### config.mk
export PLATFORM = sky130hd
export DESIGN_NAME = dest_scoreboard
export DESIGN_NICKNAME = d
export VERILOG_FILES = /design/src/rtl/dest_sb_pkg.sv /design/src/rtl/dest_sb_match.sv /design/src/rtl/dest_scoreboard.sv
export SDC_FILE = /design/constraint.sdc
export NUM_CORES = 1
export LEC_CHECK = 0
export BUFFER_PORTS_ARGS = -buffer_cell sky130_fd_sc_hd__buf_2
export CORE_MARGIN = 2
export CORE_UTILIZATION = 30
export CTS_CLUSTER_SIZE = 40
export DETAILED_ROUTE_END_ITERATION = 8
export SLEW_MARGIN = 20
export SYNTH_ARGS = -nofsm -noshare
export SYNTH_HDL_FRONTEND = slang
export SYNTH_HIERARCHICAL = 1
export SYNTH_SLANG_ARGS = --single-unit
### constraint.sdc
create_clock -name clk -period 2.1 [get_ports clk]
set_input_delay 0 -clock clk [delete_from_list [all_inputs] [get_ports clk]]
set_output_delay 0 -clock clk [all_outputs]
set_load 0.01 [all_outputs]
### src/rtl/dest_sb_pkg.sv
`default_nettype none
// +----------------------------------------------------------------------------+
// | dest_sb_pkg                                                                |
// | Shared types and constants for the destination-register scoreboard.        |
// | Rev 1.0 - initial release                                                  |
// +----------------------------------------------------------------------------+
package dest_sb_pkg;

  localparam int SB_RA_W = 5;

  localparam logic [1:0] FWD_RF    = 2'b00;
  localparam logic [1:0] FWD_EXMEM = 2'b01;
  localparam logic [1:0] FWD_MEMWB = 2'b10;

  typedef struct packed {
    logic               valid;
    logic [SB_RA_W-1:0] dest;
    logic               is_load;
  } sb_entry_t;

  localparam sb_entry_t BUBBLE = '{valid: 1'b0, dest: {SB_RA_W{1'b0}}, is_load: 1'b0};

  // The youngest producer holds the newest value, so an EX hit outranks a MEM hit.
  function automatic logic [1:0] fwd_sel(input logic hit_ex, input logic hit_mem);
    if (hit_ex)       return FWD_EXMEM;
    else if (hit_mem) return FWD_MEMWB;
    else              return FWD_RF;
  endfunction

endpackage
`default_nettype wire

### src/rtl/dest_sb_match.sv
`default_nettype none
// +----------------------------------------------------------------------------+
// | dest_sb_match                                                              |
// | Compares one ID source register against the EX and MEM producers.          |
// | Rev 1.0 - initial release                                                  |
// +----------------------------------------------------------------------------+
module dest_sb_match
  import dest_sb_pkg::*;
#(
  parameter int RA_W = SB_RA_W
) (
  input  logic [RA_W-1:0] src,
  input  logic            use_src,
  input  sb_entry_t       ex_entry,
  input  logic            mem_valid,
  input  logic [RA_W-1:0] mem_dest,
  output logic            hit_ex,
  output logic            hit_mem,
  output logic            hit_ex_load
);

  logic src_live;

  always_comb begin
    src_live    = use_src & (src != '0);
    hit_ex      = src_live & ex_entry.valid & (ex_entry.dest == src);
    hit_mem     = src_live & mem_valid & (mem_dest == src);
    hit_ex_load = hit_ex & ex_entry.is_load;
  end

endmodule
`default_nettype wire

### src/rtl/dest_scoreboard.sv
`default_nettype none
// +----------------------------------------------------------------------------+
// | dest_scoreboard                                                            |
// | Tracks ID destination registers through EX/MEM/WB; generates load-use      |
// | stall, registered EX forwarding selects and the WB write port.             |
// | Optional feature macro: DEST_SB_FWD_EN (forwarding; otherwise stall-only). |
// | Rev 1.0 - initial release                                                  |
// +----------------------------------------------------------------------------+
module dest_scoreboard
  import dest_sb_pkg::*;
#(
  parameter int RA_W  = SB_RA_W,
  parameter int CNT_W = 16
) (
  input  logic             clk,
  input  logic             rst,
  input  logic             id_valid,
  input  logic             id_wreg,
  input  logic [RA_W-1:0]  id_dest,
  input  logic             id_is_load,
  input  logic [RA_W-1:0]  id_rs,
  input  logic [RA_W-1:0]  id_rt,
  input  logic             id_use_rs,
  input  logic             id_use_rt,
  input  logic             flush,
  output logic             stall,
  output logic [1:0]       fwd_a,
  output logic [1:0]       fwd_b,
  output logic             wb_we,
  output logic [RA_W-1:0]  wb_dest,
  output logic [CNT_W-1:0] stall_count
);

  // Load-ness only matters while the producer sits in EX; MEM/WB keep valid+dest.
  sb_entry_t        ex_q, ex_d;
  logic             mem_valid_q, mem_valid_d;
  logic [RA_W-1:0]  mem_dest_q, mem_dest_d;
  logic             wb_valid_q, wb_valid_d;
  logic [RA_W-1:0]  wb_dest_q, wb_dest_d;
  logic [1:0]       fwd_a_q, fwd_a_d, fwd_b_q, fwd_b_d;
  logic [CNT_W-1:0] stall_count_q, stall_count_d;

  logic a_hit_ex, a_hit_mem, a_hit_ex_load;
  logic b_hit_ex, b_hit_mem, b_hit_ex_load;
  logic advance;

  dest_sb_match #(.RA_W(RA_W)) u_match_rs (
    .src         (id_rs),
    .use_src     (id_use_rs),
    .ex_entry    (ex_q),
    .mem_valid   (mem_valid_q),
    .mem_dest    (mem_dest_q),
    .hit_ex      (a_hit_ex),
    .hit_mem     (a_hit_mem),
    .hit_ex_load (a_hit_ex_load)
  );

  dest_sb_match #(.RA_W(RA_W)) u_match_rt (
    .src         (id_rt),
    .use_src     (id_use_rt),
    .ex_entry    (ex_q),
    .mem_valid   (mem_valid_q),
    .mem_dest    (mem_dest_q),
    .hit_ex      (b_hit_ex),
    .hit_mem     (b_hit_mem),
    .hit_ex_load (b_hit_ex_load)
  );

  always_comb begin
    stall         = 1'b0;
    advance       = 1'b0;
    ex_d          = BUBBLE;
    fwd_a_d       = FWD_RF;
    fwd_b_d       = FWD_RF;
    stall_count_d = stall_count_q;

`ifdef DEST_SB_FWD_EN
    stall = !rst & !flush & id_valid & (a_hit_ex_load | b_hit_ex_load);
`else
    // Without forwarding, any in-flight producer blocks the consumer until it reaches WB.
    stall = !rst & !flush & id_valid &
            (a_hit_ex_load | b_hit_ex_load | a_hit_ex | a_hit_mem | b_hit_ex | b_hit_mem);
`endif

    advance = id_valid & !stall & !flush;
    if (advance) begin
      ex_d = '{valid: id_wreg & (id_dest != '0), dest: id_dest, is_load: id_is_load};
`ifdef DEST_SB_FWD_EN
      fwd_a_d = fwd_sel(a_hit_ex, a_hit_mem);
      fwd_b_d = fwd_sel(b_hit_ex, b_hit_mem);
`endif
    end

    mem_valid_d = ex_q.valid;
    mem_dest_d  = ex_q.dest;
    wb_valid_d  = mem_valid_q;
    wb_dest_d   = mem_dest_q;

    if (stall && (stall_count_q != '1)) begin
      stall_count_d = stall_count_q + 1'b1;
    end
  end

  always_ff @(posedge clk) begin
    if (rst) begin
      ex_q          <= BUBBLE;
      mem_valid_q   <= 1'b0;
      mem_dest_q    <= '0;
      wb_valid_q    <= 1'b0;
      wb_dest_q     <= '0;
      fwd_a_q       <= FWD_RF;
      fwd_b_q       <= FWD_RF;
      stall_count_q <= '0;
    end else begin
      ex_q          <= ex_d;
      mem_valid_q   <= mem_valid_d;
      mem_dest_q    <= mem_dest_d;
      wb_valid_q    <= wb_valid_d;
      wb_dest_q     <= wb_dest_d;
      fwd_a_q       <= fwd_a_d;
      fwd_b_q       <= fwd_b_d;
      stall_count_q <= stall_count_d;
    end
  end

  assign fwd_a       = fwd_a_q;
  assign fwd_b       = fwd_b_q;
  assign wb_we       = wb_valid_q;
  assign wb_dest     = wb_dest_q;
  assign stall_count = stall_count_q;

endmodule
`default_nettype wire

After elaboration in Yosys (flattened, before gate mapping) --
Cells that the tools add are included.
Storage, ports and cells: register bits after elaboration 35, bits of input ports 23, output and inout port bits 27, word-level logic and storage cells 46
Cells by class: $add $sub $neg 1, equal/unequal tests 5, bitwise logic cells 24, reduce and logical (&&, ||, !) cells 8
Operator list (count):
- 5-bit equality test | 4
- 1-bit AND | 18
- 16-bit by 1-bit adder with 16-bit output (second input constant) | 1
- 16-bit != test (second input constant) | 1
- 5-bit nonzero test | 3
- 1-bit bitwise OR | 5
- 1-bit zero test | 3
- 2-bit OR reduction | 1
- 1-bit logical AND | 1
- 1-bit inverter | 1

Logic depth before layout (Yosys ltp) --
Gate-level depths: netlist of run 1.
word-level depth 16, depth in mapped cells 9, depth with buffers taken out 8

Modules after synthesis --
The synthesis of run 1 kept the hierarchy.
By module, submodules not included:
- dest_scoreboard | instances 1, cells each 158, area an instance 1536.5 um2, seq. area each 700.7 um2
- dest_sb_match | instances 2, cells each 21, area an instance 156.4 um2, seq. area each 0.0 um2

Worst setup path before layout of run 1 --
Ideal clock, no wire load.
path type reg2reg, start register ex_q, in the netlist mem_dest_d[0], end register stall_count_q[9], in the netlist stall_count[9], library setup time 121 ps, arrival 1726 ps, data required time 1979 ps, path slack 253 ps, stages on the path, launching flop included 9, path buffers 1, period minus slack after synthesis 1847 ps, cell sequence dfxtp_1 xnor2_1 nand4_1 nor3_1 nor2_1 a31o_4 buf_6 nor3_1 mux2_2
On the way: cells in the longest elaborated chain, start to end 10, elaborated cells between the ends (all ways) 13, those cells by class eq/ne: 2; bitwise: 10; reduce/logical: 1
RTL lines:
- start: declaration | line dest_scoreboard.sv:35 | sb_entry_t ex_q, ex_d;
- start signal: assignment | line dest_scoreboard.sv:106 | ex_q <= BUBBLE;
- start signal: assignment | line dest_scoreboard.sv:115 | ex_q <= ex_d;
- 5-bit equality test | line dest_sb_match.sv:26 | hit_ex = src_live & ex_entry.valid & (ex_entry.dest == src);
- 1-bit AND | line dest_sb_match.sv:26
- 1-bit AND | line dest_sb_match.sv:28 | hit_ex_load = hit_ex & ex_entry.is_load;
- via b_hit_ex_load | line dest_scoreboard.sv:44 | logic b_hit_ex, b_hit_mem, b_hit_ex_load;
- 1-bit bitwise OR (5 in a row) | line dest_scoreboard.sv:82 | (a_hit_ex_load | b_hit_ex_load | a_hit_ex | a_hit_mem | b_hit_ex | b_hit_mem);
- 1-bit AND | line dest_scoreboard.sv:81 | stall = !rst & !flush & id_valid &
- 1-bit logical AND | line dest_scoreboard.sv:99 | if (stall && (stall_count_q != '1)) begin
- end signal: assignment | line dest_scoreboard.sv:122 | stall_count_q <= stall_count_d;
- end: declaration | line dest_scoreboard.sv:41 | logic [CNT_W-1:0] stall_count_q, stall_count_d;
The timed path passes the listed nets, and every way through them passes these cells. A chain may end at the register's enable or synchronous reset.

Worst setup path in the final report of run 1 --
start register ex_q, in the netlist mem_dest_d[3], end register stall_count_q[13], in the netlist stall_count[13]
On the way: cells in the longest elaborated chain, start to end 10, elaborated cells between the ends (all ways) 13, those cells by class eq/ne: 2; bitwise: 10; reduce/logical: 1
RTL lines:
- 5-bit equality test (*) | line dest_sb_match.sv:26
- 1-bit AND (*) | line dest_sb_match.sv:26
- via a_hit_ex | line dest_scoreboard.sv:43 | logic a_hit_ex, a_hit_mem, a_hit_ex_load;
- 1-bit AND | line dest_sb_match.sv:28
- 1-bit bitwise OR | line dest_scoreboard.sv:82
- 1-bit bitwise OR (*) (4 in a row) | line dest_scoreboard.sv:82
- 1-bit AND (*) | line dest_scoreboard.sv:81
- 1-bit logical AND (*) | line dest_scoreboard.sv:99
The timed path passes the listed nets; every way through them passes the cells marked *.

==> flow_summary.json, run 1 <==
{
  "synth.most_common_cell": "dfxtp_1",
  "track_usage_pct": 13.3,
  "syn_inst": 200,
  "p_leak_nw": 0.908,
  "cellPowerDensity_mw_per_mm2": 628,
  "syn2layout_area_growth_pct": 29.8,
  "vdd_ir_drop_max_uv": 406,
  "grt_pass1_vias": 1518,
  "yosys_warnings": 6,
  "finalHoldViolCount": 0,
  "antenna_found_initial": 0,
  "dpl.hpwl_um": 3200,
  "routed_via_density": 5.04,
  "grt_overflow": 0,
  "die_x_um": 82.5,
  "grt_max_degree": 32,
  "period_share_pct": 97.1,
  "r2r_start": "mem_dest_d[3]",
  "grt_first_pass_wirelength_um": 6890,
  "fmax_ghz": 0.491,
  "insertion_delay_ps": 290,
  "multi_input_area_mm2": 0.00110,
  "n_fill_cell": 609,
  "synth_area_leaders": "dfxtp_1 (38%), xnor2_1 (9.5%), nor2b_1 (4.1%)",
  "clkTransAtPathRegs_ps": 80,
  "ys_async_sr_fraction_pct": 0,
  "required_ps": 2270,
  "ys_seq_area_share_pct": 37.9,
  "cp-end-kind": "register",
  "drc": 0,
  "cts.htree.levels": 2,
  "fin_cells": 334,
  "place_congestion": 0.805,
  "rows": 28,
  "io_buffers": 45,
  "final_antenna_net_count": 0,
  "ys_types": 40,
  "mappedNetlistArea_mm2": 0.00185,
  "yosysTopAreaCell": "dfxtp_1",
  "synth_edf_count": 0,
  "start_kind": "register",
  "tns_ps": 0,
  "crit_start": "mem_dest_d[3]",
  "comb_power_share_pct": 7.3,
  "coreArea_mm2": 0.00596,
  "hold_class": "in2reg",
  "ys_top_cells_by_count": "dfxtp_1 (35), xnor2_1 (20), nor2b_1 (12), nand4_1 (11), nor2_1 (11)",
  "cts_sinks": 35,
  "pwr-share-clk_pct": 47.9,
  "seqCellArea_um2": 703,
  "cts_buffers": 5,
  "status": "finished clean",
  "clockBufferDepth": 2,
  "setup_viol": 0,
  "wirelength_um": 4710,
  "die_h_um": 82.5,
  "netSwitchingFraction_pct": 20.5,
  "power_frac_seq_pct": 44.8,
  "cp.arrival_ps": 2210,
  "ys_ff_latch": 35,
  "vias": 1684,
  "cp_max_fo": 6,
  "finalCriticalPeriod_ps": 2040,
  "switchingPower_mw": 0.309,
  "rsz0062_at_grt": "true",
  "yosys.area.top_type_share_pct": 37.9,
  "syn_area_per_cell_um2": 9.25,
  "layout.nets": 282,
  "worstHoldStart": "rst",
  "die_area_mm2": 0.00681,
  "cts_tree": "done",
  "drv_cap": 0,
  "critPathKind": "reg2reg",
  "dp_cells": 316,
  "wl_per_cell_um": 14.1,
  "final.setup_skew_ps": 9.46,
  "cts_root_buf": "clkbuf_8",
  "drtIter0Drc": 143,
  "num_antenna_cells": 0,
  "maxSlewViolCount": 0,
  "io_pins": 50,
  "power.internal_mw": 1.20,
  "first_pass_iters": 4,
  "drive_above_1_share_pct": 33.2,
  "initial_core_util_pct": 31.1,
  "ys.flop_type": "dfxtp_1"
}
## registers in the layout, summed over array words and instances (netlist names)
name	cells
mem_dest_q	5
ex_q	1
mem_valid_q	1
mem_valid_d	1
mem_dest_d	5
wb_dest	5
stall_count	16
wb_we	1
## power by group through the flow
stage	Sequential (mW)	Combinational [mW]	Clock [mW]
floorplan	0.690	0.0599	0
global placement	0.690	0.0945	0
detailed placement	0.691	0.0952	0
CTS	0.675	0.105	0.746
global route	0.676	0.120	0.770
finish	0.676	0.110	0.723
## cell type report
cell class,instances,area share (%)
Inverter,5,0.782
Timing Repair Buffer,59,14.5
Sequential cell,35,29.3
Clock inverter,3,2.81
Tap cell,75,3.91
Multi-Input combinational cell,152,45.9
Clock buffer,5,2.87
## final timing paths
kind                                         to  slack [ps]  depth (start not counted)
worst max-delay path            stall_count[13]          60                          7
worst min-delay path             stall_count[6]         230                          3
worst max register to register  stall_count[13]          60                          7
worst min register to register      mem_valid_q         490                          1
## cell families (layout without fill, tap and decap cells)
kind of cell    after synthesis  count (layout)  share of synthesized area, %
simple gates                 92              92                          30.1
flops                        35              35                          37.9
compound gates               30              32                          12.4
xor+xnor                     20              20                          9.47
buf+inv                      18              72                          7.44
mux                           3               3                          1.83
fa+ha+maj                     1               1                         0.676
other cells                   1               4                         0.203
## critical path, stage by stage (launching register included)
cell and delay [ps]:
dfxtp_1 340, xnor2_1 220, o211ai_2 140, nor2_1 150, nor2_1 120, a31o_4 310
nor4_4 280, mux2_2 350
## per-layer routing
metal  global-route usage, %  wire (µm)
met3                    3.91        212
met1                    16.0       2090
met2                    22.8       2390
met5                       0          0
met4                    3.77         12
## metrics by stage
step | hold WS (ps) | power, mW | utilization (%) | setup slack, ps | area, µm²
6_report | 227 | 1.51 | 40.3 | 61.6 | 2400
5_1_grt | 245 | 1.57 | 40.3 | -29.9 | 2400
4_1_cts | 172 | 1.53 | 38.8 | 7.74 | 2310
3_5_place_dp | 209 | 0.786 | 35.4 | 13.5 | 2110
3_3_place_gp | 206 | 0.785 | 35.4 | 70.7 | 2110
2_1_floorplan | 122 | 0.750 | - | 253 | 1860
## layout by cell type, fill, tap and decap left out, types with 5 or more instances in the layout
cell           Yosys  layout
a21oi_1            7       6
and2_1             9       9
buf_2              0      45
buf_4              4       7
clkbuf_8           4       5
dfxtp_1           35      33
dlygate4sd3_1      0       7
inv_1              5       5
nand2_1            6       6
nand3_1            9       9
nand4_1           11      11
nor2_1            11      10
nor2b_1           12      12
nor3_1             7       5
o31ai_1            5       5
or4_1              6       6
xnor2_1           20      18
## repair_timing
| action | CTS | global route |
|---|---|---|
| gates resized for setup | 0 | 12 |
| buffers inserted | 0 | 1 |
| hold buffers | 7 | 0 |
| setup endpoints to repair | 0 | 9 |
| endpoints found under the hold margin | 7 | 0 |
Note: power is estimated with default switching activity, not from simulation.
==> inputs of run 2 (changes only) <==
--- a/config.mk
+++ b/config.mk
@@ -13,5 +13,4 @@
 export SLEW_MARGIN = 20
 export SYNTH_ARGS = -nofsm -noshare
 export SYNTH_HDL_FRONTEND = slang
-export SYNTH_HIERARCHICAL = 1
 export SYNTH_SLANG_ARGS = --single-unit
==> run 2 against run 1 <==
- non-clock buffer count is 4 lower
- fmax is 6.3% higher
- global-route usage is 0.57 points lower
- largest cell class unchanged
- synthesized cell count is 8.0% lower
- die area is 10% lower
- worst setup slack better by 120 ps
- register-to-register slack better by 120 ps
- final cell count is 6.3% lower
- hold slack worse by 30 ps
- clock power hardly changed
- largest power group unchanged
- utilization is 1.7 points higher
==> flow_summary.json, run 2 <==
{
  "fin_util_pct": 42.0,
  "synth_area_leaders": "dfxtp_1 (41%), xnor2_1 (11%), nor2_1 (4.8%)",
  "hold_slack_ps": 198,
  "finalHoldViolCount": 0,
  "cp.arrival_ps": 2140,
  "cts_sinks": 34,
  "synth-simple-area-share_pct": 24.8,
  "synth_xor_area_share_pct": 14.9,
  "maxSlewViolCount": 0,
  "ys_types": 35,
  "cts_tree": "done",
  "wirelength_um": 3560,
  "required_ps": 2320,
  "cp-end-kind": "register",
  "path_buf_inv": 0,
  "syn_inst": 184,
  "yosys_warnings": 0,
  "cts_root_buf": "clkbuf_8",
  "drc": 0,
  "ys_top_cells_by_count": "dfxtp_1 (34), nor2_1 (21), xnor2_1 (20), nor2b_1 (12)",
  "wl_per_cell_um": 11.4,
  "layout.nets": 266,
  "rows": 26,
  "drive_above_1_share_pct": 28.4,
  "drtIter0Drc": 100,
  "cellPowerDensity_mw_per_mm2": 676,
  "slowest_stage": "nor4_2",
  "crit_chain": "ha_1 -> nand3_1 -> nor4_2 -> nor2_1 -> o21ai_4 -> nand2_4 -> a41o_1 -> a21oi_1",
  "synth_compound_area_share_pct": 14.0,
  "die_x_um": 78.1,
  "cts.htree.levels": 2,
  "fmax_ghz": 0.521,
  "start_kind": "register",
  "synth_adder_area_share_pct": 0.759,
  "switchingPower_mw": 0.303,
  "first_pass_iters": 4,
  "syn2layout_area_growth_pct": 32.7,
  "cts_buffers": 5,
  "yosys.area.top_type_share_pct": 41.3,
  "rsz0062_at_grt": "false",
  "place_congestion": 0.816,
  "crit_family": "simple AND/OR/NAND/NOR gates",
  "critPathKind": "reg2reg",
  "grt_overflow": 0,
  "power_frac_seq_pct": 44.4,
  "pwr-share-clk_pct": 48.9,
  "final.setup_skew_ps": 6.76,
  "cp_max_fo": 10,
  "tns_ps": 0,
  "antenna_found_initial": 0,
  "ys.flop_type": "dfxtp_1",
  "final_common_cell": "buf_2",
  "num_antenna_cells": 0,
  "setup_viol": 0,
  "ys_seq_area_share_pct": 41.3,
  "status": "finished clean",
  "coreArea_mm2": 0.00520,
  "synth.most_common_cell": "dfxtp_1",
  "comb_power_share_pct": 6.7,
  "insertion_delay_ps": 290,
  "p_leak_nw": 0.897,
  "die_h_um": 78.1,
  "synth_edf_count": 0,
  "io_pins": 50,
  "synth.area.mux_share_pct": 0,
  "largest_reg_flops": 16,
  "clkTransAtPathRegs_ps": 70,
  "hold_class": "in2reg",
  "power.internal_mw": 1.17,
  "dpl.hpwl_um": 2640,
  "ys_ff_latch": 34,
  "finalCriticalPeriod_ps": 1920,
  "grt_first_pass_wirelength_um": 6190,
  "syn_area_per_cell_um2": 8.96,
  "period_share_pct": 91.4,
  "ys_async_sr_fraction_pct": 0,
  "grt_pass1_vias": 1387,
  "io_buffers": 44,
  "layout_common_cells": "buf_2 (44), dfxtp_1 (34), nor2_1 (21)",
  "dp_cells": 299,
  "mappedNetlistArea_mm2": 0.00165,
  "slowest_delay_ps": 360,
  "grt_max_degree": 32,
  "vias": 1431,
  "synth_top_family_by_area": "simple AND/OR/NAND/NOR gates",
  "vdd_ir_drop_max_uv": 310,
  "final_antenna_net_count": 0,
  "fin_cells": 313,
  "track_usage_pct": 12.7,
  "die_area_mm2": 0.00610,
  "routed_via_density": 4.57,
  "total_power_mw": 1.48,
  "initial_core_util_pct": 31.7,
  "drv_cap": 0,
  "clockBufferDepth": 2,
  "yosysTopAreaCell": "dfxtp_1",
  "netSwitchingFraction_pct": 20.5
}
## run 2: stage by stage
stage	instance area [µm²]	setup WS (ps)
6_report	2190	182
3_3_place_gp	1960	104
3_5_place_dp	1960	70.6
2_1_floorplan	1660	233
4_1_cts	2160	49.9
5_1_grt	2190	22.6
## run 2: tightest hold or removal path: stages
cell	delay, ps
buf_2	100
buf_4	230
nor2_1	120
## run 2: path summary, 6_finish.rpt
path	from	end	slack, ps	depth (start not counted)
worst max-delay path	stall_count[0]	stall_count[15]	180	8
worst min-delay path	rst	stall_count[6]	200	3
worst max register to register	stall_count[0]	stall_count[15]	180	8
worst min register to register	mem_valid_q	wb_we	480	1
## run 2: repair_timing
item | 4_1_cts | 5_1_grt
hold endpoints to repair | 6 | 0
gates resized for setup | 0 | 4
buffers inserted | 0 | 0
hold buffers | 6 | 0
endpoints found under the setup margin | 0 | 14
## run 2: kinds of logic after synthesis
| group | count (synthesis) |
|---|---|
| flops | 34 |
| simple gates | 76 |
| other cells | 1 |
| xor+xnor | 28 |
| buf+inv | 14 |
| compound gates | 30 |
| fa+ha+maj | 1 |
## run 2: metal layers
layer	up-vias	GRT usage [%]	wire length, µm
met3	6	3.45	195
met5	-	0	0
met1	651	15.9	1680
li1	737	-	-
met4	0	5.79	74
met2	37	20.3	1610
## run 2: power by group through the flow
stage          registers (mW)  logic, mW  clock network [mW]
4_1_cts                 0.656     0.0961               0.739
3_5_place_dp            0.671     0.0874                   0
5_1_grt                 0.657      0.112               0.765
3_3_place_gp            0.671     0.0868                   0
6_report                0.656     0.0995               0.722
2_1_floorplan           0.670     0.0544                   0
## run 2: area by class of cell
| cell class | count | area (µm²) |
|---|---|---|
| fillers | 531 | 3020 |
| multi-input cells | 139 | 936 |
| flip-flops and latches | 34 | 681 |
| repair buffers | 55 | 318 |
| well taps | 70 | 87.6 |
| clock buffers | 5 | 68.8 |
| clock inverters | 3 | 68.8 |
| inverters | 7 | 26.3 |
